**config.mk**
```make
export PLATFORM = sky130hd
export DESIGN_NAME = rom_fetch_ctrl
export DESIGN_NICKNAME = d
export VERILOG_FILES = /design/src/rtl/rom_fetch_ctrl_pkg.sv /design/src/rtl/rom_fetch_ctrl.sv
export SDC_FILE = /design/constraint.sdc
export NUM_CORES = 1
export LEC_CHECK = 0
export ABC_CLOCK_PERIOD_IN_PS = 2400
export CAP_MARGIN = 20
export CORE_AREA = 2 2 126 128
export CTS_CLUSTER_SIZE = 16
export DETAILED_ROUTE_END_ITERATION = 8
export DIE_AREA = 0 0 128 130
export PLACE_DENSITY = 0.52
export SETUP_SLACK_MARGIN = 0.2
export SLEW_MARGIN = 10
export SYNTH_ARGS = -nofsm -noshare
export SYNTH_HDL_FRONTEND = slang
export SYNTH_SLANG_ARGS = --single-unit
```
**constraint.sdc**
```tcl
create_clock -name clk -period 2.4 [get_ports clk]
set_input_delay 0.48 -clock clk [delete_from_list [all_inputs] [get_ports clk]]
set_output_delay 0.48 -clock clk [all_outputs]
set_load 0.02 [all_outputs]
```
**src/rtl/rom_fetch_ctrl_pkg.sv**
```systemverilog
// rom_fetch_ctrl_pkg: shared types and constants for the ROM fetch responder.
//   fetch_state_e : fill FSM encoding (IDLE/FILL/LAST)
//   ZERO_WORD     : value driven on rom_rdata whenever it is not valid
package rom_fetch_ctrl_pkg;

  typedef enum logic [1:0] {
    IDLE = 2'd0,
    FILL = 2'd1,
    LAST = 2'd2
  } fetch_state_e;

  localparam logic [31:0] ZERO_WORD      = 32'h0;
  localparam int          BYTES_PER_WORD = 4;

endpackage

```
**src/rtl/rom_fetch_ctrl.sv**
```systemverilog
// rom_fetch_ctrl: instruction-fetch responder for the core ROM port.
// Serves 32-bit words assembled little-endian from a byte-wide synchronous
// memory, with a one-word hit buffer that answers repeat fetches in 0 cycles.
// Ports:
//   clk, rst            clock, async active-low reset
//   rom_ce, rom_raddr   fetch request (byte address, bits [1:0] ignored)
//   rom_rdata, rom_ready  instruction word (0 unless ready), valid flag
//   flush               invalidate hit buffer (memory reloaded)
//   mem_re, mem_addr    byte read strobe / byte address to backing memory
//   mem_rdata           byte returned one cycle after mem_re
module rom_fetch_ctrl
  import rom_fetch_ctrl_pkg::*;
#(
  parameter int ADDR_W     = 32,
  parameter int MEM_ADDR_W = 17
) (
  input  logic                  clk,
  input  logic                  rst,
  input  logic                  rom_ce,
  input  logic [ADDR_W-1:0]     rom_raddr,
  output logic [31:0]           rom_rdata,
  output logic                  rom_ready,
  input  logic                  flush,
  output logic                  mem_re,
  output logic [MEM_ADDR_W-1:0] mem_addr,
  input  logic [7:0]            mem_rdata
);

  localparam int TAG_W = ADDR_W - 2;

  fetch_state_e     state, state_nxt;
  logic             buf_valid;
  logic [TAG_W-1:0] buf_tag;
  logic [31:0]      buf_data;
  logic [TAG_W-1:0] fill_tag;
  logic [1:0]       k;
  logic [1:0]       k_prev;
  logic             poison;
  logic [TAG_W-1:0] req_tag;
  logic             hit;
  logic             unused_addr_lsb;

  assign req_tag         = rom_raddr[ADDR_W-1:2];
  assign unused_addr_lsb = ^rom_raddr[1:0];
  assign k_prev          = k - 2'd1;

  // flush takes priority over a hit in the same cycle
  assign hit = rom_ce & buf_valid & (req_tag == buf_tag) & (state == IDLE) & ~flush;

  always_comb begin
    state_nxt = state;
    mem_re    = 1'b0;
    mem_addr  = '0;
    rom_ready = 1'b0;
    rom_rdata = ZERO_WORD;
    case (state)
      IDLE: begin
        if (hit) begin
          rom_ready = 1'b1;
          rom_rdata = buf_data;
        end else if (rom_ce) begin
          state_nxt = FILL;
        end
      end
      FILL: begin
        mem_re   = 1'b1;
        // {tag,2'b00}+k with k<4 is just the concatenation; upper tag bits
        // fall off, so the memory address wraps modulo 2^MEM_ADDR_W
        mem_addr = {fill_tag[MEM_ADDR_W-3:0], k};
        if (k == 2'd3) state_nxt = LAST;
      end
      LAST:    state_nxt = IDLE;
      default: state_nxt = IDLE;
    endcase
  end

  always_ff @(posedge clk or negedge rst) begin
    if (!rst) begin
      state     <= IDLE;
      buf_valid <= 1'b0;
      buf_tag   <= '0;
      buf_data  <= ZERO_WORD;
      fill_tag  <= '0;
      k         <= 2'd0;
      poison    <= 1'b0;
    end else begin
      state <= state_nxt;
      case (state)
        IDLE: begin
          if (rom_ce && !hit) begin
            fill_tag <= req_tag;
            k        <= 2'd0;
          end
        end
        FILL: begin
          k <= k + 2'd1;
          // byte for strobe k-1 lands now; nothing to capture on the first strobe
          if (k != 2'd0) buf_data[{k_prev, 3'b000} +: 8] <= mem_rdata;
        end
        LAST: begin
          buf_data[31:24] <= mem_rdata;
          buf_tag         <= fill_tag;
          buf_valid       <= ~poison;
        end
        default: ;
      endcase

      // a flush seen while a fill is in flight must not let that fill validate
      if (flush && state != IDLE) poison <= 1'b1;
      if (state == LAST)          poison <= 1'b0;
      if (flush)                  buf_valid <= 1'b0;
    end
  end

endmodule
```
---- After elaboration in Yosys (flattened, before gate mapping) ----
Cells that the tools add are included.
operators by class
  add/subtract/negate cells ............... 3
  equality and inequality tests ........... 9
  shifts and indexed selects .............. 2
  muxes and demuxes ....................... 19
  bitwise logic cells ..................... 6
  reductions and logical operators ........ 15
operators with widths
  operator                                                                number
  32-bit 2-to-1 mux                                                       3
  32-bit bitwise mux                                                      1
  8-bit by 7-bit variable shift with 32-bit output, first input constant  1
  8-bit by 7-bit indexed part select with 32-bit output                   1
  30-bit equality test                                                    1
  17-bit 2-to-1 mux                                                       1
  8-bit one-hot mux with 2 select lines                                   1
  2-bit nonzero test                                                      6
  2-bit 2-to-1 mux                                                        4
  2-bit != test, second input constant                                    4
  2-bit one-hot mux with 2 select lines                                   2
  2-bit AND reduction                                                     4
  1-bit 2-to-1 mux                                                        7
  5-bit negation with 7-bit output                                        1
  1-bit AND                                                               4
  2-bit equality test, second input constant                              2
  3-bit AND reduction                                                     1
  2-bit by 1-bit adder with 2-bit output, second input constant           1
  2-bit by 1-bit equality test with 1-bit output, second input constant   1
  1-bit logical AND                                                       2
  2-bit logical NOT                                                       1
  2-bit by 1-bit != test with 1-bit output, second input constant         1
  1-bit NOT                                                               2
  2-bit by 1-bit subtractor with 2-bit output, second input constant      1
  1-bit logical NOT                                                       1
storage, ports and cells
  register bits ........................... 98
  input port bits ......................... 44
  output and inout bits ................... 51
  word-level logic and storage cells ...... 62

---- Depth between registers and ports, before layout ----
Gate-level depths: netlist (run 1).
  word-level depth ........................ 8
  depth in mapped cells ................... 7

---- Worst setup path after synthesis (run 1) ----
Ideal clock, no wire load.
  kind .................................... input port to output port
  start point ............................. input port rom_ce
  end point ............................... output port rom_rdata[22]
  arrival ................................. 2.144 ns
  data required time ...................... 1.920 ns
  path slack .............................. -0.224 ns
  stages on the path ...................... 6
  buffers on the path ..................... 1
  path through ............................ or3b_1 nor3_1 nand4_1 nor3_1 clkbuf_1 and2_1
between the ends
  word-level cells in the longest chain between the ends .. 6
RTL lines
  item                     RTL line              source
  from (decl)              rom_fetch_ctrl.sv:19  input logic rom_ce,
  1-bit AND (4 in series)  rom_fetch_ctrl.sv:48  assign hit = rom_ce & buf_valid & (req_tag == buf_tag) & (state == IDLE) & ~flush;
  32-bit 2-to-1 mux        rom_fetch_ctrl.sv:58  if (hit) begin
  32-bit 2-to-1 mux        rom_fetch_ctrl.sv:56  case (state)
  to (decl)                rom_fetch_ctrl.sv:21  output logic [31:0] rom_rdata,
No other way between the ends.

---- Final worst setup path (run 1) ----
  start point ............................. register buf_tag[4]
  end point ............................... output port rom_rdata[22]
between the ends
  word-level cells in the longest chain between the ends .. 6
RTL lines
  item                     RTL line               source
  from (decl)              rom_fetch_ctrl.sv:33   logic [TAG_W-1:0] buf_tag;
  from (signal assigned)   rom_fetch_ctrl.sv:102  buf_tag <= fill_tag;
  30-bit equality test     rom_fetch_ctrl.sv:48
  1-bit AND (3 in series)  rom_fetch_ctrl.sv:48
  32-bit 2-to-1 mux        rom_fetch_ctrl.sv:58
  32-bit 2-to-1 mux        rom_fetch_ctrl.sv:56
No other way between the ends.

==> qor.tcl, run 1 <==
set qor(reg2reg_start) {buf_tag[26]}
set qor(clk_root_buffer_cell) {sky130_fd_sc_hd__clkbuf_16}
set qor(netlist_area_um2) 4520
set qor(worst_hold_path.num_cells) 2
set qor(final.setup.tns_ns) -13.76
set qor(post_synth_inst_count) 382
set qor(setup-violations-final) 33
set qor(drive_above_1_share_pct) 42.1
set qor(maxCapViolations) 0
set qor(crit_path_start_kind) {flip-flop}
set qor(cellPowerDensity_nw_per_um2) 1110
set qor(crit-reg2reg-capture) {fill_tag[16]}
set qor(finalInstanceArea_um2) 6540
set qor(ys_types) 25
set qor(detailroute.via_count) 3150
set qor(place_worst_setup_slack_ns) -1.23
set qor(layout_setup_ws_ns) -0.465
set qor(max_freq_ghz) 0.349
set qor(port-buffer-count) 92
set qor(synth_top_area_share_pct) 54.3
set qor(run_status) {finished, violations left}
set qor(first_global_vias) 3250
set qor(grt_max_degree) 39
set qor(yosys_warnings) 0
set qor(post-dp-hpwl_um) 7690
set qor(io_pins) 95
set qor(area_growth_syn_to_layout_pct) 44.7
set qor(cts_buffers) 9
set qor(synth_top_cells_by_area) {sky130_fd_sc_hd__dfrtp_1 (54%), sky130_fd_sc_hd__mux2_2 (15%), sky130_fd_sc_hd__and2_1 (6.7%)}
set qor(vdd.ir_drop.worst_v) 0.000506
set qor(synth_seq_area_share_pct) 54.3
set qor(timing.hold.worst.start) {rom_raddr[26]}
set qor(placement_rows) 46
set qor(die-width_um) 128
set qor(nets) 556
set qor(synth.avg_cell_area_um2) 11.8
set qor(cts_sinks) 98
set qor(grt_antenna_before_repair) 1
set qor(clock_tree.buffer_depth) 2
set qor(clk_pin_slew_worst_paths_ns) 0.07
set qor(layout_worst_path_cycle_share_pct) 119
set qor(flip_flop_and_latch_count_after_synthesis) 98
set qor(area_of_the_core_um2) 15400
set qor(worstSkewPairLatency_ns) 0.35
set qor(cts_max_level) 3
set qor(floorplan.initialDensity_pct) 29.3
set qor(cp_data_arrival_time_ns) 2.38
set qor(endpoint_kind) {output port}
set qor(leakage_nw) 3.07
set qor(worst-path-max-fanout) 8
set qor(first_iter_violations) 110
set qor(max-slew-margin-rel_pct) 66.0
set qor(final_hold_viol_count) 0
set qor(hold_path_end) {fill_tag[24]}
set qor(utilization_pct) 42.4
set qor(reg2reg_slack_ns) 0.12
set qor(detailed_place.area_um2) 5860
set qor(setup.worst_path.class) {flip-flop to output port}
set qor(violations_in_the_final_reports) {negative setup slack}
set qor(drt_pre_antenna_iters) 4
set qor(synth_top_area_cell) {sky130_fd_sc_hd__dfrtp_1}
set qor(maxSlewViolCount) 0
set qor(globalRoute.totalOverflow) 0
set qor(grt_pass1_wl_um) 18100
set qor(dieArea_um2) 16600
set qor(hold_path_class) {input pin to flip-flop}
set qor(report.power.total_mw) 7.23
set qor(timing_worst_slew_pin_value_ns) 0.508
set qor(timing.critical_path.required_ns) 1.92
set qor(wl_um) 11300
set qor(placed_cells) 675
set qor(cts_tree) {done}
set qor(finalNonFillerCells) 704
set qor(r2r.worst_path.cells) 9
set qor(skew_ns) 0.00822
set qor(detail-route-antenna-nets) 0
set qor(timing.final.crit_period_ns) 2.86
set qor(vias_per_cell) 4.47
set qor(routed_wire_length_per_instance_um) 16.1
set qor(syn-num-nets) 432
set qor(hold_slack_ns) 0.468
set qor(gpl.final_weighted_congestion) 0.759
set qor(drt_drc_violations_left) 0
set qor(grt_setup_unrepaired) {yes}
set qor(die_y_um) 130
set qor(grt_util_all_layers_pct) 14.2
metal layers:
metal | wire (um) | share of wire, % | global-route usage [%]
met5 | 0 | 0 | 0
met4 | 159 | 1.4 | 4.65
met3 | 612 | 5.4 | 3.61
met2 | 5160 | 46 | 22.5
met1 | 5370 | 48 | 19.1
what timing repair did:
action                                  in CTS  in global routing
endpoints found under the setup margin      84                 81
pin swaps                                   35                  0
cloned                                       5                  1
hold buffers                                 1                  0
resized for setup                          339                 28
endpoints found under the hold margin        5                  0
buffers inserted                             5                  0
cell usage in the layout, fill, tap and decap left out, types with 2 or more instances in the layout:
cell type	n
sky130_fd_sc_hd__dfrtp_1	98
sky130_fd_sc_hd__nand2_1	54
sky130_fd_sc_hd__buf_6	40
sky130_fd_sc_hd__mux2_2	38
sky130_fd_sc_hd__and2_4	32
sky130_fd_sc_hd__xor2_1	30
sky130_fd_sc_hd__mux2_4	30
sky130_fd_sc_hd__o21ai_0	27
sky130_fd_sc_hd__dlygate4sd2_1	25
sky130_fd_sc_hd__buf_4	19
sky130_fd_sc_hd__and2_1	16
sky130_fd_sc_hd__clkdlybuf4s50_1	12
sky130_fd_sc_hd__buf_2	11
sky130_fd_sc_hd__clkbuf_16	9
sky130_fd_sc_hd__ha_1	6
sky130_fd_sc_hd__clkbuf_2	6
sky130_fd_sc_hd__nor2_1	5
sky130_fd_sc_hd__nor4_2	5
sky130_fd_sc_hd__buf_12	5
sky130_fd_sc_hd__buf_16	4
sky130_fd_sc_hd__inv_1	3
sky130_fd_sc_hd__nor4_1	3
sky130_fd_sc_hd__nand4_1	3
sky130_fd_sc_hd__nand2b_1	2
sky130_fd_sc_hd__nor3b_1	2
sky130_fd_sc_hd__bufinv_16	2
sky130_fd_sc_hd__clkinv_2	2
sky130_fd_sc_hd__dlymetal6s2s_1	2
sky130_fd_sc_hd__clkdlybuf4s15_1	2
sky130_fd_sc_hd__buf_8	2
report_power, final:
group	total [mW]	internal, mW	switching, mW
registers	2.90	2.42	0.481
logic	2.77	1.45	1.32
clock network	1.56	0.939	0.619
state kept, by name, indices dropped and copies added (netlist names):
signal,count
fill_tag,30
buf_tag,30
state,2
k,2
poison,1
buf_data,32
buf_valid,1
worst max-delay path by stage:
stage,start,endpoint,slack [ns],depth (start not counted)
2_1_floorplan,rom_raddr[5],rom_rdata[10],0.14,6
3_3_place_gp,rom_raddr[5],rom_rdata[23],-1.22,9
3_5_place_dp,rom_raddr[5],rom_rdata[22],-1.23,9
4_1_cts,buf_tag[4],rom_rdata[22],-0.49,10
5_1_grt,buf_tag[17],rom_rdata[22],-0.57,10
6_report,buf_tag[4],rom_rdata[22],-0.46,10
cells by family (layout without fill, tap and decap cells):
logic type | after synthesis | in the layout | share of synthesized area (%)
and+or+nand+nor | 128 | 128 | 14.5
DFF | 98 | 98 | 54.3
muxes | 68 | 68 | 17.6
AOI/OAI and AO/OA | 32 | 32 | 3.74
xor gates and xnor gates | 30 | 30 | 5.82
buffers and inverters | 20 | 149 | 2.36
adders and majority gates | 6 | 6 | 1.66
other | 0 | 1 | 0
synth_stat cells:
cell type / instances
sky130_fd_sc_hd__nor4_1: 8
sky130_fd_sc_hd__mux2_4: 8
sky130_fd_sc_hd__and2_1: 48
sky130_fd_sc_hd__nor3_1: 3
sky130_fd_sc_hd__nor3b_1: 2
sky130_fd_sc_hd__ha_1: 6
sky130_fd_sc_hd__o31ai_1: 1
sky130_fd_sc_hd__o21ai_2: 1
sky130_fd_sc_hd__nor2_1: 5
sky130_fd_sc_hd__nand4_1: 3
sky130_fd_sc_hd__buf_6: 2
sky130_fd_sc_hd__dfrtp_1: 98
sky130_fd_sc_hd__buf_1: 2
sky130_fd_sc_hd__inv_1: 4
sky130_fd_sc_hd__o21ai_0: 28
sky130_fd_sc_hd__nand2_1: 54
sky130_fd_sc_hd__xor2_1: 30
sky130_fd_sc_hd__and3_1: 1
sky130_fd_sc_hd__mux2_2: 60
sky130_fd_sc_hd__buf_12: 1
sky130_fd_sc_hd__clkbuf_1: 11
sky130_fd_sc_hd__or3b_1: 1
sky130_fd_sc_hd__o21a_1: 1
sky130_fd_sc_hd__a21oi_1: 1
sky130_fd_sc_hd__nand2b_1: 3
critical path: stages (launching register included):
cell and delay [ns]:
sky130_fd_sc_hd__dfrtp_1 0.38, sky130_fd_sc_hd__xor2_1 0.16, sky130_fd_sc_hd__nor4_2 0.31, sky130_fd_sc_hd__buf_4 0.16, sky130_fd_sc_hd__nand4_1 0.16, sky130_fd_sc_hd__nor3_4 0.26, sky130_fd_sc_hd__buf_6 0.16, sky130_fd_sc_hd__buf_12 0.10
sky130_fd_sc_hd__buf_16 0.11, sky130_fd_sc_hd__and2_4 0.14, sky130_fd_sc_hd__buf_6 0.11
layout make-up:
class,count,area (um^2)
tap,192,240
clock buffer,11,243
inverter,4,15.0
timing repair buffer,129,1310
clock inverter,5,77.6
sequential,98,2450
antenna,1,2.50
multi-input combinational,264,2190
fill,1476,8890
Power figures use the tool's default switching activity.
==> run 2, diff against run 1 <==
--- a/config.mk
+++ b/config.mk
@@ -7,11 +7,13 @@
 export LEC_CHECK = 0
 export ABC_CLOCK_PERIOD_IN_PS = 2400
 export CAP_MARGIN = 20
+export CELL_PAD_IN_SITES_DETAIL_PLACEMENT = 1
+export CELL_PAD_IN_SITES_GLOBAL_PLACEMENT = 1
 export CORE_AREA = 2 2 126 128
 export CTS_CLUSTER_SIZE = 16
 export DETAILED_ROUTE_END_ITERATION = 8
 export DIE_AREA = 0 0 128 130
-export PLACE_DENSITY = 0.52
+export PLACE_DENSITY = 0.63
 export SETUP_SLACK_MARGIN = 0.2
 export SLEW_MARGIN = 10
 export SYNTH_ARGS = -nofsm -noshare
==> run 2 against run 1 <==
Compared with the run above: the run still ends with negative setup slack left; sequential share of layout area rose by 0.50 points; first-iteration DRC count increased by 10%; cell area fell by 1.3%; sequential power is essentially flat; power fell by 2.3%; register-to-register slack better by 0.06 ns; fmax grew 0.85%; combinational power grew 3%; final cell count fell by 1.1%; critical endpoint is now rom_rdata[31]; largest power group unchanged; highest routed layer unchanged.
==> qor.tcl, run 2 (synthesis gave the netlist of run 1 again) <==
set qor(utilization_pct) 41.8
set qor(worst_path_max_delay_cell) {sky130_fd_sc_hd__dfrtp_1}
set qor(grt_pass1_wl_um) 19000
set qor(max-slew-margin-rel_pct) 60.5
set qor(clk_root_buffer_cell) {sky130_fd_sc_hd__clkbuf_16}
set qor(cellPowerDensity_nw_per_um2) 1090
set qor(mostFrequentLayoutCell) {sky130_fd_sc_hd__dfrtp_1}
set qor(dieArea_um2) 16600
set qor(cp_cell_sequence) {xor2_1 -> nor4_2 -> buf_4 -> nand4_1 -> nor3_4 -> buf_12 -> clkbuf_16 -> and2_4 -> buf_6}
set qor(area_growth_syn_to_layout_pct) 42.8
set qor(port-buffer-count) 92
set qor(grt_setup_unrepaired) {yes}
set qor(clk_pin_slew_worst_paths_ns) 0.06
set qor(die-width_um) 128
set qor(timing.critical_path.required_ns) 1.92
set qor(violations_in_the_final_reports) {negative setup slack}
set qor(cts_max_level) 3
set qor(hold_slack_ns) 0.142
set qor(worst-path-max-fanout) 8
set qor(skew_ns) 0.00578
set qor(endpoint_kind) {output port}
set qor(r2r.worst_path.cells) 8
set qor(reg2reg_slack_ns) 0.18
set qor(drive_above_1_share_pct) 42.0
set qor(vdd.ir_drop.worst_v) 0.000422
set qor(final.setup.tns_ns) -13.38
set qor(vias_per_cell) 4.67
set qor(detailed_place.area_um2) 5890
set qor(grt_util_all_layers_pct) 14.8
set qor(gpl.final_weighted_congestion) 0.771
set qor(placement_rows) 46
set qor(largest_reg_flops) 32
set qor(detail-route-antenna-nets) 0
set qor(maxCapViolations) 0
set qor(post-dp-hpwl_um) 8090
set qor(reg.largest.list) {buf_data: 32 flops, buf_tag: 30 flops, fill_tag: 30 flops}
set qor(drt_pre_antenna_iters) 4
set qor(detailroute.via_count) 3251
set qor(leakage_nw) 3.03
set qor(grt_antenna_before_repair) 2
set qor(max_freq_ghz) 0.352
set qor(layout_worst_path_cycle_share_pct) 118
set qor(drt_drc_violations_left) 0
set qor(place_worst_setup_slack_ns) -1.19
set qor(timing.final.crit_period_ns) 2.84
set qor(wl_um) 11900
set qor(cts_buffers) 9
set qor(cp_data_arrival_time_ns) 2.36
set qor(crit_path_start_kind) {flip-flop}
set qor(cts_tree) {done}
set qor(max_stage_delay_ns) 0.39
set qor(timing_worst_slew_pin_value_ns) 0.593
set qor(grt_max_degree) 45
set qor(mostFrequentLayoutCells) {sky130_fd_sc_hd__dfrtp_1 (98), sky130_fd_sc_hd__nand2_1 (54), sky130_fd_sc_hd__mux2_2 (39), sky130_fd_sc_hd__buf_6 (35), sky130_fd_sc_hd__and2_4 (32)}
set qor(report.power.total_mw) 7.06
set qor(layout_setup_ws_ns) -0.440
set qor(hold_path_class) {input pin to asynchronous set/reset pin}
set qor(register_with_the_most_flip_flops) {buf_data}
set qor(crit-reg2reg-capture) {fill_tag[25]}
set qor(clock_tree.buffer_depth) 2
set qor(placed_cells) 673
set qor(die_y_um) 130
set qor(floorplan.initialDensity_pct) 29.3
set qor(first_global_vias) 3552
set qor(cts_sinks) 98
set qor(first_iter_violations) 121
set qor(routed_wire_length_per_instance_um) 17.1
set qor(setup.worst_path.class) {flip-flop to output port}
set qor(setup-violations-final) 33
set qor(filler_cell_count_in_the_final_layout) 1703
set qor(hold_buffers) 0
set qor(finalNonFillerCells) 696
set qor(worstSkewPairLatency_ns) 0.34
set qor(io_pins) 95
set qor(globalRoute.totalOverflow) 0
set qor(nets) 551
set qor(finalInstanceArea_um2) 6450
set qor(run_status) {finished, violations left}
set qor(final_hold_viol_count) 0
set qor(maxSlewViolCount) 0
set qor(reg2reg_start) {buf_tag[2]}
set qor(area_of_the_core_um2) 15400
## run 2: changes by cell type in the layout (fill, tap and decap cells not counted), sizes merged
cell / delta
clkinvlp: -1
dlygate4sd3: -1
clkinv: -1
diode: +1
dlymetal6s2s: -1
dlygate4sd2: +4
clkbuf: -4
clkdlybuf4s15: -1
clkdlybuf4s50: -2
bufinv: -2
## run 2: report_power, final
part / switching (mW) / internal (mW)
clock: 0.579 / 0.707
combinational: 1.35 / 1.51
sequential: 0.500 / 2.42
total: 2.43 / 4.63
## run 2: area by class of cell
cell class	count	area (um^2)	share of cell area, %
sequential	98	2450	38.0
multi-input combinational	264	2220	34.4
timing repair buffer	124	1270	19.7
clock buffer	11	243	3.76
tap	192	240	3.72
inverter	4	15.0	0.233
clock inverter	1	5.00	0.0776
antenna	2	5.00	0.0776
## run 2: worst max-delay path by stage
stage,from,end,slack [ns],cells after the start
2_1_floorplan,rom_raddr[5],rom_rdata[10],0.14,6
3_3_place_gp,rom_raddr[5],rom_rdata[4],-1.17,9
3_5_place_dp,rom_raddr[5],rom_rdata[31],-1.19,9
4_1_cts,buf_tag[4],rom_rdata[10],-0.45,9
5_1_grt,buf_tag[26],rom_rdata[31],-0.58,9
6_report,buf_tag[2],rom_rdata[31],-0.44,9
## run 2: per-layer routing
| layer | global-route usage, % | wire length, um | vias to the layer above |
|---|---|---|---|
| met3 | 3.12 | 550 | 16 |
| met2 | 25.3 | 5820 | 91 |
| met5 | 0 | 0 | - |
| li1 | - | - | 1521 |
| met4 | 5.24 | 217 | 0 |
| met1 | 18.8 | 5340 | 1623 |
## run 2: repair_timing
| item | CTS | global route |
|---|---|---|
| setup endpoints to repair | 83 | 80 |
| resized for setup | 306 | 57 |
| pin swaps | 17 | 17 |
| setup buffers | 2 | 2 |
| gates cloned | 3 | 2 |
## run 2: worst max-delay path: cells and delay by family (launching register included)
family                 cells  cell delay [ns]
AND/OR/NAND/NOR            4             0.88
buffers and inverters      4             0.58
flip-flops                 1             0.39
XOR/XNOR                   1             0.18
==> run 3, diff against run 2 <==
--- a/config.mk
+++ b/config.mk
@@ -7,13 +7,14 @@
 export LEC_CHECK = 0
 export ABC_CLOCK_PERIOD_IN_PS = 2400
 export CAP_MARGIN = 20
-export CELL_PAD_IN_SITES_DETAIL_PLACEMENT = 1
-export CELL_PAD_IN_SITES_GLOBAL_PLACEMENT = 1
-export CORE_AREA = 2 2 126 128
+export CELL_PAD_IN_SITES_DETAIL_PLACEMENT = 0
+export CELL_PAD_IN_SITES_GLOBAL_PLACEMENT = 2
+export CORE_AREA = 2 2 150 108
 export CTS_CLUSTER_SIZE = 16
 export DETAILED_ROUTE_END_ITERATION = 8
-export DIE_AREA = 0 0 128 130
-export PLACE_DENSITY = 0.63
+export DIE_AREA = 0 0 152 110
+export GPL_TIMING_DRIVEN = 0
+export PLACE_DENSITY = 0.74
 export SETUP_SLACK_MARGIN = 0.2
 export SLEW_MARGIN = 10
 export SYNTH_ARGS = -nofsm -noshare
==> run 3 against run 2 <==
Compared with the run above: final cell count grew 2.4%; critical endpoint is now rom_rdata[24]; flip-flop and latch count stayed put; worst setup slack got worse by 0.073 ns; power increased by 5.2%; global-route usage fell by 0.099 points; via count decreased by 1.7%; clock power grew 16%; critical path type is now input pin to output port; the flow still finishes with violations (negative setup slack); fmax is 2.5% lower; first-iteration DRC count rose by 1.7%; count of clock-buffer cells in the layout is 2 lower; cell area rose by 2.5%; sequential power hardly changed.
==> qor.tcl, run 3 (synthesis gave the netlist of run 1 again) <==
set qor(dieArea_um2) 16700
set qor(place_worst_setup_slack_ns) -1.81
set qor(reg2reg_start) {buf_tag[24]}
set qor(gpl.final_weighted_congestion) 0.789
set qor(placement_rows) 38
set qor(report.power.total_mw) 7.43
set qor(endpoint_kind) {output port}
set qor(die_y_um) 110
set qor(hold_buffers) 0
set qor(grt_antenna_before_repair) 0
set qor(cts_buffers) 9
set qor(vdd.ir_drop.worst_v) 0.000441
set qor(drt_pre_antenna_iters) 4
set qor(detailroute.via_count) 3195
set qor(power_frac_clock_pct) 20.2
set qor(grt_pass1_wl_um) 18800
set qor(floorplan.initialDensity_pct) 29.6
set qor(timing.critical_path.required_ns) 1.92
set qor(layout_setup_ws_ns) -0.514
set qor(violations_in_the_final_reports) {negative setup slack}
set qor(crit-reg2reg-capture) {fill_tag[19]}
set qor(wl_um) 12100
set qor(setup.worst_path.class) {input pin to output port}
set qor(clk_pin_slew_worst_paths_ns) 0.07
set qor(drt_drc_violations_left) 0
set qor(cts_tree) {done}
set qor(post-dp-hpwl_um) 8190
set qor(cpLargestDelayFamily) {simple AND/OR/NAND/NOR gates}
set qor(max-slew-margin-rel_pct) 42.5
set qor(cts_max_level) 3
set qor(area_of_the_core_um2) 15300
set qor(skew_ns) 0.00824
set qor(grt_max_degree) 64
set qor(grt_util_all_layers_pct) 14.7
set qor(detail-route-antenna-nets) 0
set qor(clk_root_buffer_cell) {sky130_fd_sc_hd__clkbuf_16}
set qor(reg.largest.list) {buf_data: 32 flops, buf_tag: 30 flops, fill_tag: 30 flops}
set qor(grt_setup_unrepaired) {yes}
set qor(layout_worst_path_cycle_share_pct) 121
set qor(placed_cells) 675
set qor(routed_wire_length_per_instance_um) 17.0
set qor(maxSlewViolCount) 0
set qor(largest_reg_flops) 32
set qor(timing.final.crit_period_ns) 2.91
set qor(cp_cell_sequence) {dlygate4sd2_1 -> xor2_2 -> nor4_4 -> nand4_1 -> nor3_4 -> buf_8 -> clkbuf_16 -> and2_4 -> buf_6}
set qor(cp.buffers_inverters) 4
set qor(cts_sinks) 98
set qor(worstSkewPairLatency_ns) 0.34
set qor(io_pins) 95
set qor(clock_tree.buffer_depth) 2
set qor(run_status) {finished, violations left}
set qor(mostFrequentLayoutCells) {sky130_fd_sc_hd__dfrtp_1 (98), sky130_fd_sc_hd__nand2_1 (54), sky130_fd_sc_hd__buf_6 (42), sky130_fd_sc_hd__mux2_2 (38), sky130_fd_sc_hd__and2_4 (32)}
set qor(nets) 557
set qor(p_seq_share_pct) 39.1
set qor(setup-violations-final) 63
set qor(filler_cell_count_in_the_final_layout) 1440
set qor(leakage_nw) 3.07
set qor(final_hold_viol_count) 0
set qor(cp_data_arrival_time_ns) 2.43
set qor(crit_path_start_kind) {input pin}
set qor(mostFrequentLayoutCell) {sky130_fd_sc_hd__dfrtp_1}
set qor(drive_above_1_share_pct) 42.2
set qor(worst-path-max-fanout) 8
set qor(finalNonFillerCells) 713
set qor(power_switching_share_pct) 34.8
set qor(reg2reg_slack_ns) -0.04
set qor(max_freq_ghz) 0.343
set qor(cellPowerDensity_nw_per_um2) 1120
set qor(cell_internal_pwr_mw) 4.84
set qor(maxCapViolations) 0
set qor(area_growth_syn_to_layout_pct) 46.4
set qor(vias_per_cell) 4.48
set qor(die-width_um) 152
set qor(power_switching_mw) 2.59
set qor(port-buffer-count) 92
set qor(globalRoute.totalOverflow) 0
set qor(worst_path_max_delay_cell) {sky130_fd_sc_hd__nor4_4}
set qor(timing_worst_slew_pin_value_ns) 0.863
set qor(register_with_the_most_flip_flops) {buf_data}
set qor(combinationalPowerShare_pct) 40.7
set qor(max_stage_delay_ns) 0.37
set qor(hold_path_class) {input pin to asynchronous set/reset pin}
set qor(r2r.worst_path.cells) 9
set qor(first_iter_violations) 123
set qor(first_global_vias) 3345
[run 3: power by group through the flow]
stage / clock network [mW] / registers, mW / logic (mW)
floorplan: 0 / 2.76 / 1.76
global placement: 0 / 2.85 / 2.54
detailed placement: 0 / 2.90 / 2.59
CTS: 1.55 / 2.89 / 2.91
global route: 1.61 / 3.01 / 3.28
finish: 1.50 / 2.90 / 3.02
[run 3: final cells by class]
| class | instances | area (um^2) | area share, % |
|---|---|---|---|
| clock buffers | 9 | 225 | 3.41 |
| inverters | 4 | 15.0 | 0.227 |
| flip-flops and latches | 98 | 2450 | 37.1 |
| multi-input cells | 264 | 2250 | 34.1 |
| diodes | 1 | 2.50 | 0.0379 |
| plain buffers | 16 | 159 | 2.40 |
| well taps | 200 | 250 | 3.79 |
| clock inverters | 7 | 83.8 | 1.27 |
| repair buffers | 114 | 1170 | 17.7 |
[run 3: how the worst max path moves through the flow]
stage | slack, ns | cells past startpoint | from | end
after CTS | -0.45 | 8 | buf_tag[8] | rom_rdata[17]
after global routing | -0.60 | 8 | buf_tag[24] | rom_rdata[24]
after detailed placement | -1.81 | 8 | rom_raddr[26] | rom_rdata[16]
after floorplan | 0.14 | 6 | rom_raddr[5] | rom_rdata[10]
final | -0.51 | 9 | rom_raddr[13] | rom_rdata[24]
after global placement | -2.92 | 1 | rst | fill_tag[9]
[run 3: per-stage QoR]
stage / TNS [ns] / cell area [um^2] / hold WS (ns) / utilization [%]
after CTS: -14.21 / 6490 / 0.111 / 42.5
final: -16.69 / 6610 / 0.103 / 43.3
after global placement: -369.49 / 5750 / 0.456 / 37.7
after detailed placement: -84.90 / 5780 / 0.463 / 37.9
after floorplan: 0 / 4580 / 0.184 / -
after global routing: -20.69 / 6610 / 0.132 / 43.3
[run 3: timing repair]
action | in CTS | in global routing
gates resized for setup | 356 | 39
pin swaps | 29 | 15
endpoints found under the setup margin | 84 | 88
gates cloned | 5 | 0
setup buffers | 12 | 4
[run 3: metal layers]
layer	wire length [um]	track usage [%]	vias to the layer above
met5	0	0	-
met4	99	3.60	0
met3	482	3.13	9
met2	5250	21.6	67
met1	6280	22.1	1586
li1	-	-	1533
[run 3: worst register-to-register path, cell delays in order (launching register included)]
cell,delay (ns)
sky130_fd_sc_hd__dfrtp_1,0.41
sky130_fd_sc_hd__xor2_2,0.17
sky130_fd_sc_hd__nor4_4,0.38
sky130_fd_sc_hd__nand4_1,0.26
sky130_fd_sc_hd__buf_4,0.21
sky130_fd_sc_hd__buf_6,0.11
sky130_fd_sc_hd__o21ai_4,0.22
sky130_fd_sc_hd__buf_6,0.14
sky130_fd_sc_hd__buf_8,0.12
sky130_fd_sc_hd__mux2_4,0.31
